[src/rtl/seq_det_pkg.sv]
// Shared types and constants for the parameterised serial sequence detector.
package seq_det_pkg;

    // Detector FSM states: UNCFG holds no usable pattern, RUN is detecting.
    typedef enum logic {
        UNCFG = 1'b0,
        RUN   = 1'b1
    } state_e;

    // Shortest pattern the detector accepts.
    localparam int MIN_LEN = 2;

endpackage

[src/rtl/sat_counter.sv]
// Saturating up-counter: holds at all-ones instead of wrapping; clr wins over inc.
module sat_counter #(
    parameter int W = 16
) (
    input  logic         clk,
    input  logic         rst_n,
    input  logic         inc,
    input  logic         clr,
    output logic [W-1:0] cnt
);

    logic [W-1:0] cnt_q;

    // Count register: async clear, sync clear, then saturating increment.
    always_ff @(posedge clk or negedge rst_n) begin
        if (!rst_n) begin
            cnt_q <= '0;
        end else if (clr) begin
            cnt_q <= '0;
        end else if (inc && (cnt_q != {W{1'b1}})) begin
            cnt_q <= cnt_q + W'(1);
        end
    end

    assign cnt = cnt_q;

endmodule

[src/rtl/seq_detector_param.sv]
// Run-time configurable serial pattern detector with Mealy match flag,
// overlapping / non-overlapping modes and a saturating match counter.
//
// Handshake: x is consumed on a rising edge only when x_valid=1, the FSM is in
// RUN and cfg_load=0. cfg_load always takes priority; the x offered in that
// same cycle is dropped. There is no backpressure.
module seq_detector_param
    import seq_det_pkg::*;
#(
    parameter  int MAX_LEN = 8,
    parameter  int CNT_W   = 16,
    localparam int LEN_W   = $clog2(MAX_LEN + 1)
) (
    input  logic               clk,
    input  logic               rst_n,
    input  logic               cfg_load,
    input  logic [MAX_LEN-1:0] cfg_pattern,
    input  logic [LEN_W-1:0]   cfg_len,
    input  logic               cfg_overlap,
    input  logic               x_valid,
    input  logic               x,
    output logic               z,
    output logic               armed,
    output logic               cfg_err,
    output logic [CNT_W-1:0]   match_cnt,
    output state_e             dbg_state
);

    state_e             state_q, state_d;
    logic [MAX_LEN-1:0] pattern_q, pattern_d;
    logic [LEN_W-1:0]   len_q, len_d;
    logic               overlap_q, overlap_d;
    logic [MAX_LEN-1:0] hist_q, hist_d;
    logic [LEN_W-1:0]   fill_q, fill_d;
    logic               cfg_err_q, cfg_err_d;

    logic               len_ok;
    logic               z_c;
    logic               cnt_inc;
    logic               cnt_clr;
    logic [MAX_LEN-1:0] cand;
    logic [MAX_LEN-1:0] mask;
    logic               fill_ok;

    assign len_ok = (cfg_len >= LEN_W'(MIN_LEN)) && (cfg_len <= LEN_W'(MAX_LEN));

    // State register: FSM state, latched configuration, history and fill.
    always_ff @(posedge clk or negedge rst_n) begin
        if (!rst_n) begin
            state_q   <= UNCFG;
            pattern_q <= '0;
            len_q     <= '0;
            overlap_q <= 1'b0;
            hist_q    <= '0;
            fill_q    <= '0;
            cfg_err_q <= 1'b0;
        end else begin
            state_q   <= state_d;
            pattern_q <= pattern_d;
            len_q     <= len_d;
            overlap_q <= overlap_d;
            hist_q    <= hist_d;
            fill_q    <= fill_d;
            cfg_err_q <= cfg_err_d;
        end
    end

    // Next-state logic: configuration load has priority over data shifting.
    always_comb begin
        state_d   = state_q;
        pattern_d = pattern_q;
        len_d     = len_q;
        overlap_d = overlap_q;
        hist_d    = hist_q;
        fill_d    = fill_q;
        cfg_err_d = cfg_err_q;
        cnt_clr   = 1'b0;
        cnt_inc   = 1'b0;
        if (cfg_load) begin
            cnt_clr = 1'b1;
            hist_d  = '0;
            fill_d  = '0;
            if (len_ok) begin
                state_d   = RUN;
                pattern_d = cfg_pattern;
                len_d     = cfg_len;
                overlap_d = cfg_overlap;
                cfg_err_d = 1'b0;
            end else begin
                state_d   = UNCFG;
                cfg_err_d = 1'b1;
            end
        end else if ((state_q == RUN) && x_valid) begin
            hist_d  = {hist_q[MAX_LEN-2:0], x};
            cnt_inc = z_c;
            if (z_c && !overlap_q) begin
                // Non-overlapping: the matched bits may not seed the next match.
                fill_d = '0;
            end else if (fill_q != LEN_W'(MAX_LEN)) begin
                fill_d = fill_q + LEN_W'(1);
            end
        end
    end

    // Output logic: Mealy match over {history, x} masked to the active length.
    always_comb begin
        cand    = {hist_q[MAX_LEN-2:0], x};
        mask    = '0;
        for (int i = 0; i < MAX_LEN; i++) begin
            mask[i] = (i < int'(len_q));
        end
        fill_ok = ((int'(fill_q) + 1) >= int'(len_q));
        z_c     = (state_q == RUN) && x_valid && !cfg_load && fill_ok &&
                  (((cand ^ pattern_q) & mask) == '0);
        armed   = (state_q == RUN);
    end

    sat_counter #(
        .W (CNT_W)
    ) u_match_cnt (
        .clk   (clk),
        .rst_n (rst_n),
        .inc   (cnt_inc),
        .clr   (cnt_clr),
        .cnt   (match_cnt)
    );

    assign z         = z_c;
    assign cfg_err   = cfg_err_q;
    assign dbg_state = state_q;

endmodule

[config.mk]
export PLATFORM = sky130hd
export DESIGN_NAME = seq_detector_param
export DESIGN_NICKNAME = d
export VERILOG_FILES = /design/src/rtl/seq_det_pkg.sv /design/src/rtl/sat_counter.sv /design/src/rtl/seq_detector_param.sv
export SDC_FILE = /design/constraint.sdc
export NUM_CORES = 1
export LEC_CHECK = 0
export ABC_AREA = 0
export BUFFER_PORTS_ARGS = -buffer_cell sky130_fd_sc_hd__buf_2
export CORE_MARGIN = 2
export CORE_UTILIZATION = 50
export DETAILED_ROUTE_END_ITERATION = 10
export GPL_TIMING_DRIVEN = 0
export PLACE_DENSITY = 0.72
export SLEW_MARGIN = 20
export SYNTH_ARGS = -nofsm -noshare
export SYNTH_HDL_FRONTEND = slang
export SYNTH_SLANG_ARGS = --single-unit
[constraint.sdc]
create_clock -name clk -period 3.2 [get_ports clk]
set_input_delay 0.64 -clock clk [delete_from_list [all_inputs] [get_ports clk]]
set_output_delay 0.64 -clock clk [all_outputs]
set_load 0.1 [all_outputs]
; ---- Word-level counts from Yosys, hierarchy flattened
; Cells that the tools add are included.
[classes]
n_addsub = 3
n_lt_le_gt_ge = 11
eq_ne = 2
n_mux = 13
bitwise = 2
reduce_logical = 15
[op_table]
columns = cell, n
row1 = 16-bit 2-to-1 mux, 2
row2 = 16-bit by 1-bit adder with 16-bit output (second input constant), 1
row3 = 3-bit by 4-bit less-than comparator with 1-bit output (first input constant), 4
row4 = 4-bit 2-to-1 mux, 4
row5 = 16-bit inequality test (second input constant), 1
row6 = 7-bit 2-to-1 mux, 2
row7 = 8-bit AND, 1
row8 = 8-bit logical NOT, 1
row9 = 1-bit by 4-bit less-than comparator with 1-bit output (first input constant), 2
row10 = 2-bit by 4-bit less-than comparator with 1-bit output (first input constant), 2
row11 = 8-bit bitwise XOR, 1
row12 = 1-bit logical AND, 7
row13 = 4-bit by 1-bit adder with 5-bit output (second input constant), 1
row14 = 5-bit by 4-bit greater-or-equal comparator with 1-bit output, 1
row15 = 1-bit 2-to-1 mux, 5
row16 = 4-bit by 1-bit adder with 4-bit output (second input constant), 1
row17 = 4-bit by 2-bit greater-or-equal comparator with 1-bit output (second input constant), 1
row18 = 4-bit less-or-equal comparator (second input constant), 1
row19 = 4-bit inequality test (second input constant), 1
row20 = 2-bit AND reduction, 2
row21 = 2-bit nonzero test, 2
row22 = 3-bit nonzero test, 1
row23 = 1-bit logical NOT, 2
[totals]
regBits = 42
in_bits = 18
output_inout_bits = 20
word_cells = 54

; ---- Depth between registers and ports, before layout
; Gate-level depths: netlist (run 1).
[depth]
word_depth = 9
ltp_mapped = 10
ltp_nobuf = 9

; ---- Modules after synthesis
; From an unflattened synthesis (run 1), not the netlist that was laid out.
[unflattened]
cells_unflattened = 233
hier_area_um2 = 2394.8
[by_module_without_submodules]
columns = module, instances, cells_per_inst, area_each_um2, seq_area_each_um2
row1 = seq_detector_param, 1, 135, 1452.6, 650.6
row2 = sat_counter, 1, 98, 942.2, 400.4

; ---- Worst setup path after synthesis (run 1)
; No wires, ideal clock.
[synth_timing]
kind = flip-flop to flip-flop
startpoint = register state_q (netlist: armed)
endpoint = register u_match_cnt.cnt_q[2] (netlist: u_match_cnt.cnt[2])
setup_ns = 0.125
arrival_ns = 2.927
t_required_ns = 3.075
path_slack_ns = 0.148
path_stages_with_launch = 8
n_path_buf = 0
synth_period_minus_slack_ns = 3.052
cell_sequence = dfrtp_1 -> and2_1 -> o211ai_1 -> nor4_2 -> o211ai_1 -> inv_1 -> and3_1 -> mux2_2
[synth_via]
elab_chain_cells = 8
[synth_lines]
columns = element, line
row1 = start: declaration, seq_detector_param.sv:29  ; state_e state_q, state_d;
row2 = start signal: assignment, seq_detector_param.sv:58  ; state_q <= state_d;
row3 = 1-bit logical AND (4 in a row), seq_detector_param.sv:113  ; z_c = (state_q == RUN) && x_valid && !cfg_load && fill_ok &&
row4 = named net z, seq_detector_param.sv:22  ; output logic z,
row5 = 1-bit 2-to-1 mux, seq_detector_param.sv:93  ; end else if ((state_q == RUN) && x_valid) begin
row6 = 1-bit 2-to-1 mux, seq_detector_param.sv:79  ; if (cfg_load) begin
row7 = 1-bit logical AND, sat_counter.sv:20  ; end else if (inc && (cnt_q != {W{1'b1}})) begin
row8 = 2-bit nonzero test (no line), --
row9 = end signal: assignment, sat_counter.sv:21  ; cnt_q <= cnt_q + W'(1);
row10 = end: declaration, sat_counter.sv:12  ; logic [W-1:0] cnt_q;
; The timed path passes the listed nets, and every way through them passes these cells.
; A chain may end at the register's enable or synchronous reset.

; ---- Final worst setup path (run 1)
[layout_timing]
startpoint = register fill_q[0]
endpoint = output port z
[layout_via]
elab_chain_cells = 4
[layout_lines]
columns = element, line
row1 = start: declaration, seq_detector_param.sv:34  ; logic [LEN_W-1:0] fill_q, fill_d;
row2 = start signal: assignment, seq_detector_param.sv:63  ; fill_q <= fill_d;
row3 = 4-bit by 1-bit adder with 5-bit output, seq_detector_param.sv:112  ; fill_ok = ((int'(fill_q) + 1) >= int'(len_q));
row4 = 5-bit by 4-bit greater-or-equal comparator with 1-bit output, seq_detector_param.sv:112
row5 = 1-bit logical AND (2 in a row), seq_detector_param.sv:113
row6 = end: declaration, seq_detector_param.sv:22
; Every way passes these cells.

==> impl_metrics.yaml, run 1 <==
outcome:
  outcome: "finished, final reports clean"
power_and_ir_drop:
  finalPower_w: 0.00117
  vdd_drop_max_v: 0.000308
  power.density_nw_per_um2: 451
  power_leakage_nw: 1.16
sta:
  clock_skew_ps: 9.21
  timing.final.crit_share_pct: 92.2
  slew_headroom_pct: 38.1
  rsz0062_at_grt: "no"
  setup_viol: 0
  hold_viol: 0
  tns_ps: 0
  max_freq_mhz: 339
  worst_slew_pin_slew_ps: 928
  period_needed_ps: 2950
  drv_slew: 0
clock_tree:
  h-tree-depth: 2
  cts.sinks: 42
  cts_tree: "built"
  cts_setup_buffers: 0
  clock_path_buffers: 2
  clk_latency_ps: 300
  numCtsBuffers: 5
  ctsRootBufferMaster: "clkbuf_8"
  path_clk_slew_ps: 90
critical_path:
  r2r-start: "fill_q[0]$_DFFE_PN0P_"
  critical_path_class: "reg2out"
  cp-end-kind: "primary output"
  worst_ep_arrival_time_ps: 2310
  required_ps: 2560
  cp-start-kind: "register"
  worstPathCellList: "inv_1, ha_1, ha_1, a211oi_1, o21ai_0, o211ai_1, inv_1, buf_4"
  cp_max_fo: 4
  critPathLaunch: "fill_q[0]$_DFFE_PN0P_"
  critPathMaxStageDelay_ps: 410
  worst_path_max_delay_cell: "dfrtp_1"
yosys:
  syn-cell-area_um2: 2250
  avgSynthCellArea_um2: 9.76
  yosys_warnings: 0
  synth_edf_count: 0
  ys_types: 40
  async_flop_share_pct: 100
  synth_cells: 231
  ys_ff_latch: 42
  synth_nets: 256
  synth.yosys.seq_area_share_pct: 46.6
  synth_ff_type: "dfrtp_1"
cells_and_area:
  antenna_cells: 0
  final_common_cell: "dfrtp_1"
  final_nets: 300
  area_growth_pct: 15.2
  final_cell_mix: "dfrtp_1 (42), buf_2 (38), nand2_1 (25), a21oi_1 (23), mux2_2 (14)"
  fill_cells: 418
  finalNonFillerCells: 328
  layout-drive-gt1-share_pct: 23.6
  postLayoutCoreUtil_pct: 59.7
min_path:
  hold_class: "in2async"
routing:
  drc: 0
  dr.pass1.iters: 4
  ant_nets: 0
  wl_per_cell_um: 15.6
  vias: 1889
  drt_wl_total_um: 5100
  drt_iter0_drc: 93
  vias_per_cell: 5.76
placement:
  gp_congestion: 0.848
  port_buffers: 37
  hpwl_um: 3570
  dp.cells: 320
global_route:
  antenna_found_initial: 0
  grtUsageTotal_pct: 21.8
  grt_max_degree: 43
  grt_pass1_wl_um: 8650
  grt_pass1_vias: 1816
  grt-ovfl-total: 0
run:
  maxCapViolCount: 0
floorplanning:
  num_io_pins: 38
  dieArea_um2: 5060
  row_count: 24
  fp.dieH_um: 71.2
  coreArea_um2: 4350
  dieWidth_um: 71.2
  start_util_pct: 51.8
[kinds of logic (layout without fill, tap and decap cells)]
| logic type | count (synthesis) | count (layout) | synth area share, % |
|---|---|---|---|
| and+or+nand+nor | 82 | 82 | 19.6 |
| DFF | 42 | 42 | 46.6 |
| muxes | 15 | 15 | 7.44 |
| buffers and inverters | 20 | 65 | 3.94 |
| adders and majority gates | 7 | 7 | 3.88 |
| AOI/OAI and AO/OA | 54 | 54 | 14.2 |
| xor gates and xnor gates | 11 | 11 | 4.27 |
[per-layer routing]
layer	vias up	track usage [%]	wire length, µm
li1	927	-	-
met1	917	32.2	2480
met2	35	31.6	2350
met3	10	3.56	191
met4	0	10.1	80
met5	-	0	0
[synthesized netlist by cell type, types with 3 or more instances]
cell | instances | area, µm²
dfrtp_1 | 42 | 1050
nor2_1 | 10 | 37.5
o41ai_1 | 3 | 26.3
o31ai_1 | 6 | 45.0
nand4_1 | 3 | 18.8
or3_1 | 4 | 25.0
or4_1 | 8 | 60.1
nand3_1 | 10 | 50.1
ha_1 | 7 | 87.6
o21ai_0 | 10 | 50.1
clkbuf_1 | 8 | 30.0
and3_1 | 6 | 37.5
nor3_1 | 4 | 20.0
mux2_2 | 14 | 158
xnor2_1 | 9 | 78.8
nand2_1 | 25 | 93.8
inv_1 | 8 | 30.0
a21oi_1 | 23 | 115
[final cells by class]
type | instances | area (µm²) | share of cell area (%)
timing repair buffer | 37 | 188 | 7.23
inverter | 8 | 30.0 | 1.16
tap | 52 | 65.1 | 2.50
clock buffer | 5 | 68.8 | 2.65
clock inverter | 3 | 21.3 | 0.819
buffer | 12 | 58.8 | 2.26
sequential | 42 | 1050 | 40.5
multi-input combinational | 169 | 1110 | 42.9
[registers in the layout (all words and copies together) (netlist names)]
register and flops:
u_match_cnt.cnt 16, pattern_q 8, cfg_err 1, fill_q 4
hist_q 7, len_q 4, overlap_q 1, armed 1
[report_power, final]
group / leakage, nW / internal (W) / switching (W) / total [W]
sequential: 0.552 / 0.000568 / 0.0000380 / 0.000606
clock: 0.0441 / 0.000153 / 0.000199 / 0.000353
combinational: 0.559 / 0.0000897 / 0.000122 / 0.000212
total: 1.16 / 0.000812 / 0.000359 / 0.00117
[repair_timing]
item	in CTS	in global routing
resized for setup	0	2
endpoints found under the setup margin	0	1
hold buffers	0	0
[path summary, 6_finish.rpt]
check                      slack [ps]                             end  depth (start not counted)
min                               470        pattern_q[5]$_DFFE_PN0P_                          1
max reg2reg                       570  u_match_cnt.cnt[6]$_DFFE_PN0P_                         10
min in group clk                  480             cfg_err$_DFFE_PN0P_                          1
min reg2reg                       480             cfg_err$_DFFE_PN0P_                          1
max in group asynchronous        2140  u_match_cnt.cnt[8]$_DFFE_PN0P_                          1
max                               250                               z                          8
[per-stage QoR]
stage | setup slack, ps | hold slack, ps | area [µm²]
6_report | 248 | 469 | 2600
5_1_grt | 30.4 | 499 | 2600
4_1_cts | 136 | 489 | 2590
3_5_place_dp | 477 | 467 | 2500
3_3_place_gp | 469 | 464 | 2500
2_1_floorplan | 148 | 344 | 2250
[critical path, delay by kind of cell, from the launching register on]
family / cells / cell delay [ps]
buffers and inverters: 3 / 510
adders and majority gates: 2 / 600
AOI/OAI and AO/OA: 3 / 490
DFF: 1 / 410
No activity file was read; power rests on OpenSTA's default activity.
==> inputs of run 2 (changes only) <==
Settings changed: RECOVER_POWER set to 50.
==> run 2 against run 1 <==
Net effect:
- the flow now finishes with violations (capacitance limit, slew limit)
- combinational power about the same
- sequential share of layout area is 0.078 points higher
- count of clock-buffer cells in the layout stayed put
- die area is the same
- non-clock buffer count is the same
- worst hold slack improved by 15 ps
- critical path type unchanged
- highest routed layer unchanged
==> impl_metrics.yaml, run 2 (same netlist as run 1, synthesis figures left out) <==
outcome:
  violations: "capacitance limit, slew limit"
  outcome: "finished, violations left"
sta:
  setup_ws_ps: 242
  clock_skew_ps: 11.1
  hold_viol: 0
  drv_slew: 43
  tns_ps: 0
  rsz0062_at_grt: "no"
  period_needed_ps: 2960
  slew_headroom_pct: -48.6
  max_freq_mhz: 338
  setup_viol: 0
  timing.final.crit_share_pct: 92.4
  worst_slew_pin_slew_ps: 2230
placement:
  port_buffers: 37
  dp_slack_ps: 477
  dp.cells: 320
  dpl_cell_area_um2: 2500
  gp_congestion: 0.848
  hpwl_um: 3570
clock_tree:
  ctsRootBufferMaster: "clkbuf_8"
  cts_tree: "built"
  cts.sinks: 42
  h-tree-depth: 2
  path_clk_slew_ps: 90
  numCtsBuffers: 5
  clk_latency_ps: 310
  cts_setup_buffers: 0
  clock_path_buffers: 2
floorplanning:
  num_io_pins: 38
  coreArea_um2: 4350
  start_util_pct: 51.8
  row_count: 24
  dieArea_um2: 5060
  dieWidth_um: 71.2
  fp.dieH_um: 71.2
global_route:
  grt_pass1_wl_um: 8650
  top_usage_layer: "met1"
  grtUsageTotal_pct: 21.8
  met2_usage_pct: 31.6
  antenna_found_initial: 0
  grtUsageMet3_pct: 3.56
  grt_pass1_vias: 1816
  grt-ovfl-total: 0
  met1_usage_pct: 32.2
  grt_max_degree: 43
power_and_ir_drop:
  sw_frac_of_total_pct: 30.8
  p_sw_w: 0.000360
  power.density_nw_per_um2: 452
  finalPower_w: 0.00117
  internal-power_w: 0.000811
  pwr-share-comb_pct: 18.0
  power_leakage_nw: 1.14
  pwr-share-clk_pct: 30.2
  vdd_drop_max_v: 0.000308
  pwr-share-seq_pct: 51.7
cells_and_area:
  final_cell_mix: "dfrtp_1 (42), buf_2 (34), nand2_1 (25), a21oi_1 (23), mux2_2 (14)"
  final_nets: 300
  finalNonFillerCells: 328
  final_common_cell: "dfrtp_1"
  largest_register_ffs: 16
  area_growth_pct: 15.0
  antenna_cells: 0
  design_area_um2: 2590
  layout-drive-gt1-share_pct: 22.1
critical_path:
  cp-start-kind: "register"
  cp-end-kind: "primary output"
  critical_path_class: "reg2out"
  crit_buf_inv: 2
  worstPathCellList: "ha_1, xor2_1, ha_1, o21ai_0, o21ai_0, o211ai_1, inv_1, buf_4"
  critPathMaxStageDelay_ps: 430
  worst_path_max_delay_cell: "dfrtp_1"
  crit_family: "adder cells"
  worst_ep_arrival_time_ps: 2320
  required_ps: 2560
  cp_max_fo: 4
routing:
  vias_per_cell: 5.74
  vias: 1882
  drt_wl_total_um: 5150
  wl_per_cell_um: 15.7
  dr.pass1.iters: 4
  drc: 0
  ant_nets: 0
  drt_iter0_drc: 96
run:
  maxCapViolCount: 1
min_path:
  hold_class: "reg2reg"
[run 2: final cells by class]
| type | instances | area, µm² |
|---|---|---|
| timing repair buffer | 37 | 183 |
| fill | 422 | 1760 |
| buffer | 12 | 58.8 |
| clock inverter | 3 | 21.3 |
| tap | 52 | 65.1 |
| clock buffer | 5 | 68.8 |
| sequential | 42 | 1050 |
| multi-input combinational | 169 | 1110 |
| inverter | 8 | 30.0 |
[run 2: per-stage QoR]
step	utilization, %	hold slack (ps)
6_report	59.5	484
3_3_place_gp	57.5	464
3_5_place_dp	57.5	467
4_1_cts	59.6	489
2_1_floorplan	-	344
5_1_grt	59.5	499
[run 2: what timing repair did]
| action | in CTS | in global routing |
|---|---|---|
| gates resized for setup | 0 | 2 |
| endpoints found under the setup margin | 0 | 1 |
| hold buffers | 0 | 0 |
[run 2: path summary, 6_finish.rpt]
path                                                        end                  start  depth (start not counted)  slack (ps)
worst max-delay path                                          z  fill_q[0]$_DFFE_PN0P_                          8         240
worst min-delay path                        cfg_err$_DFFE_PN0P_    cfg_err$_DFFE_PN0P_                          1         480
worst max register to register   u_match_cnt.cnt[0]$_DFFE_PN0P_  fill_q[0]$_DFFE_PN0P_                         10         560
worst min register to register              cfg_err$_DFFE_PN0P_    cfg_err$_DFFE_PN0P_                          1         480
max in group asynchronous       u_match_cnt.cnt[10]$_DFFE_PN0P_                  rst_n                          1         940
min in group asynchronous              pattern_q[5]$_DFFE_PN0P_                  rst_n                          1         990
[run 2: routing by layer]
layer  wire length, µm  vias up
met5                 0        -
met4                99        0
met3               176       10
met2              2350       38
met1              2520      905
li1                  -      929
[run 2: power groups by stage]
stage                     sequential (W)  combinational [W]  clock [W]
after CTS                       0.000606           0.000214   0.000357
after detailed placement        0.000617           0.000212          0
after floorplan                 0.000627           0.000139          0
final                           0.000606           0.000211   0.000354
after global placement          0.000615           0.000207          0
after global routing            0.000613           0.000233   0.000380
[run 2: worst reg2reg max path, delay by kind of cell (launching register included)]
family	cells	cell delay [ps]
buffers and inverters	3	750
AOI/OAI and AO/OA	5	830
DFF	1	410
adders and majority gates	2	600
==> inputs of run 3 (changes only) <==
Settings changed: ABC_AREA 0 to 1, CORE_ASPECT_RATIO set to 1.5.
==> run 3 against run 2 <==
Net effect:
- sequential share of layout area shrank 3.1 points
- cell area is 8.2% higher
- largest cell class unchanged
- non-clock buffer count down 4
- flip-flop and latch count is the same
- core utilization fell by 0.77 points
- register-to-register slack improved by 290 ps
- the run still ends with capacitance limit, slew limit left
- via count is 17% higher
- final cell count grew 33%
- die area is 8.2% higher
- maximum frequency fell by 1.9%
==> impl_metrics.yaml, run 3 <==
outcome:
  outcome: "finished, violations left"
  violations: "capacitance limit, slew limit"
cells_and_area:
  final_nets: 393
  final_cell_mix: "nand2_1 (105), dfrtp_1 (42), inv_1 (33), buf_2 (33), nor2_1 (30)"
  antenna_cells: 0
  final_common_cell: "nand2_1"
  postLayoutCoreUtil_pct: 58.8
  fill_cells: 481
  largest_register_ffs: 16
  area_growth_pct: 14.6
  layout-drive-gt1-share_pct: 17.1
yosys:
  synth_top_area_cell: "dfrtp_1"
  synthAdderAreaFrac_pct: 3.58
  synth_top_area_share_pct: 43.0
  synth.yosys.seq_area_share_pct: 43.0
  muxShareOfSynthArea_pct: 0
  avgSynthCellArea_um2: 7.55
  syn-cell-area_um2: 2450
  synth_nets: 349
  post-synth-top-count-cell: "nand2_1"
  synth_xor_area_share_pct: 6.45
  synth_compound_area_share_pct: 5.12
  synth_cells: 324
  yosys_warnings: 0
  ys_types: 28
  synth_ff_type: "dfrtp_1"
  ys_top_cells_by_count: "nand2_1 (105), dfrtp_1 (42), inv_1 (31)"
  async_flop_share_pct: 100
  synth_top_family_by_area: "simple AND/OR/NAND/NOR gates"
  synth_edf_count: 0
  ys_ff_latch: 42
  synth-simple-area-share_pct: 34.3
  ys_top_cells_by_area: "dfrtp_1 (43%), nand2_1 (16%), nand3_1 (5.7%), xor2_1 (5.0%), inv_1 (4.8%)"
power_and_ir_drop:
  vdd_drop_max_v: 0.000288
  power_leakage_nw: 1.47
  p_sw_w: 0.000397
  pwr-share-clk_pct: 28.8
  sw_frac_of_total_pct: 32.4
  pwr-share-comb_pct: 21.6
  power.density_nw_per_um2: 437
  pwr-share-seq_pct: 49.6
  internal-power_w: 0.000829
critical_path:
  r2r-start: "fill_q[0]$_DFFE_PN0P_"
  ff2ff_setup_slack_ps: 850
  cp-start-kind: "register"
  cp_max_fo: 6
  worst_ep_arrival_time_ps: 2380
  required_ps: 2560
  critPathLaunch: "fill_q[0]$_DFFE_PN0P_"
  cp-end-kind: "primary output"
  critical_path_class: "reg2out"
floorplanning:
  fp.dieH_um: 89.7
  coreArea_um2: 4770
  dieArea_um2: 5480
  dieWidth_um: 61.1
  start_util_pct: 51.3
  num_io_pins: 38
  row_count: 31
clock_tree:
  cts.sinks: 42
  ctsRootBufferMaster: "clkbuf_8"
  cts_tree: "built"
  holdBufCountCts: 0
  h-tree-depth: 2
  clock_path_buffers: 2
  numCtsBuffers: 5
  clk_latency_ps: 300
  cts_setup_buffers: 0
  path_clk_slew_ps: 80
sta:
  period_needed_ps: 3020
  max_freq_mhz: 332
  worst_slew_pin_slew_ps: 2190
  clock_skew_ps: 6.46
  drv_slew: 43
  timing.final.crit_share_pct: 94.2
  hold_viol: 0
  rsz0062_at_grt: "no"
  tns_ps: 0
  setup_viol: 0
  slew_headroom_pct: -46.0
global_route:
  grt_pass1_vias: 2118
  antenna_found_initial: 0
  grtUsageTotal_pct: 22.3
  grt_pass1_wl_um: 9110
  grt_max_degree: 43
  grt-ovfl-total: 0
routing:
  drt_iter0_drc: 162
  vias: 2198
  drc: 0
  ant_nets: 0
  dr.pass1.iters: 4
  wl_per_cell_um: 12.5
  vias_per_cell: 5.05
  drt_wl_total_um: 5430
placement:
  port_buffers: 37
  gp_congestion: 0.974
  hpwl_um: 4180
run:
  maxCapViolCount: 1
min_path:
  worstHoldStart: "cfg_err$_DFFE_PN0P_"
  hold_class: "reg2reg"
run 3: cell count changes after synthesis, sizes merged, moves of 4 or more:
cell,delta
o31ai,-6
xnor2,-5
or3,-4
nor2,+22
inv,+28
or4,-8
a21oi,-21
nand2,+92
xor2,+12
mux2,-14
nand3,+19
o22ai,+4
and3,-6
run 3: cells by family after synthesis:
group                      after synthesis
and+or+nand+nor                        190
DFF                                     42
buffers and inverters                   44
xor gates and xnor gates                18
AOI/OAI and AO/OA                       23
adders and majority gates                7
run 3: power by group through the flow:
stage | logic, W | clock network [W] | registers [W]
6_report | 0.000265 | 0.000353 | 0.000608
5_1_grt | 0.000301 | 0.000384 | 0.000614
4_1_cts | 0.000270 | 0.000365 | 0.000608
3_5_place_dp | 0.000268 | 0 | 0.000619
3_3_place_gp | 0.000262 | 0 | 0.000617
2_1_floorplan | 0.000169 | 0 | 0.000643
run 3: final cells by class:
cell class	count	area (µm²)	area share [%]
Buffer	8	48.8	1.74
Sequential cell	42	1050	37.5
Clock buffer	7	86.3	3.08
Tap cell	66	82.6	2.95
Timing Repair Buffer	37	184	6.56
Clock inverter	1	5.00	0.178
Multi-Input combinational cell	238	1210	43.1
Inverter	36	138	4.91
run 3: what timing repair did:
item / CTS / global route
endpoints found under the hold margin: 0 / 0
endpoints found under the setup margin: 0 / 1
resized for setup: 0 / 1
run 3: routing by layer:
layer	wire, µm	GRT usage, %	up-vias
met1	2170	24.1	1010
met5	0	0	-
li1	-	-	1112
met2	2860	40.3	60
met3	212	3.44	16
met4	182	11.9	0
run 3: per-stage QoR:
stage	hold WS (ps)	std cells	instance area, µm²	total power (W)	worst slack [ps]
after floorplan	344	324	2450	0.000812	759
after global placement	482	427	2710	0.000879	454
after detailed placement	491	427	2710	0.000886	421
after CTS	507	435	2810	0.00124	80.9
after global routing	556	435	2800	0.00130	79.1
final	501	435	2800	0.00123	184
run 3: worst paths after layout:
path,to,cells after the start
worst min register to register,cfg_err$_DFFE_PN0P_,2
min in group asynchronous,u_match_cnt.cnt[7]$_DFFE_PN0P_,1
worst max register to register,u_match_cnt.cnt[12]$_DFFE_PN0P_,14
worst min-delay path,cfg_err$_DFFE_PN0P_,2
max in group asynchronous,u_match_cnt.cnt[14]$_DFFE_PN0P_,1
worst max-delay path,z,9
run 3: worst max-delay path, stage by stage, from the launching register on:
cell and delay [ps]:
dfrtp_1 450, ha_1 260, xor2_1 190, ha_1 310
nand3_1 80, a21oi_1 110, nor2_1 60, nor2_2 110
and2_4 170, clkbuf_4 330
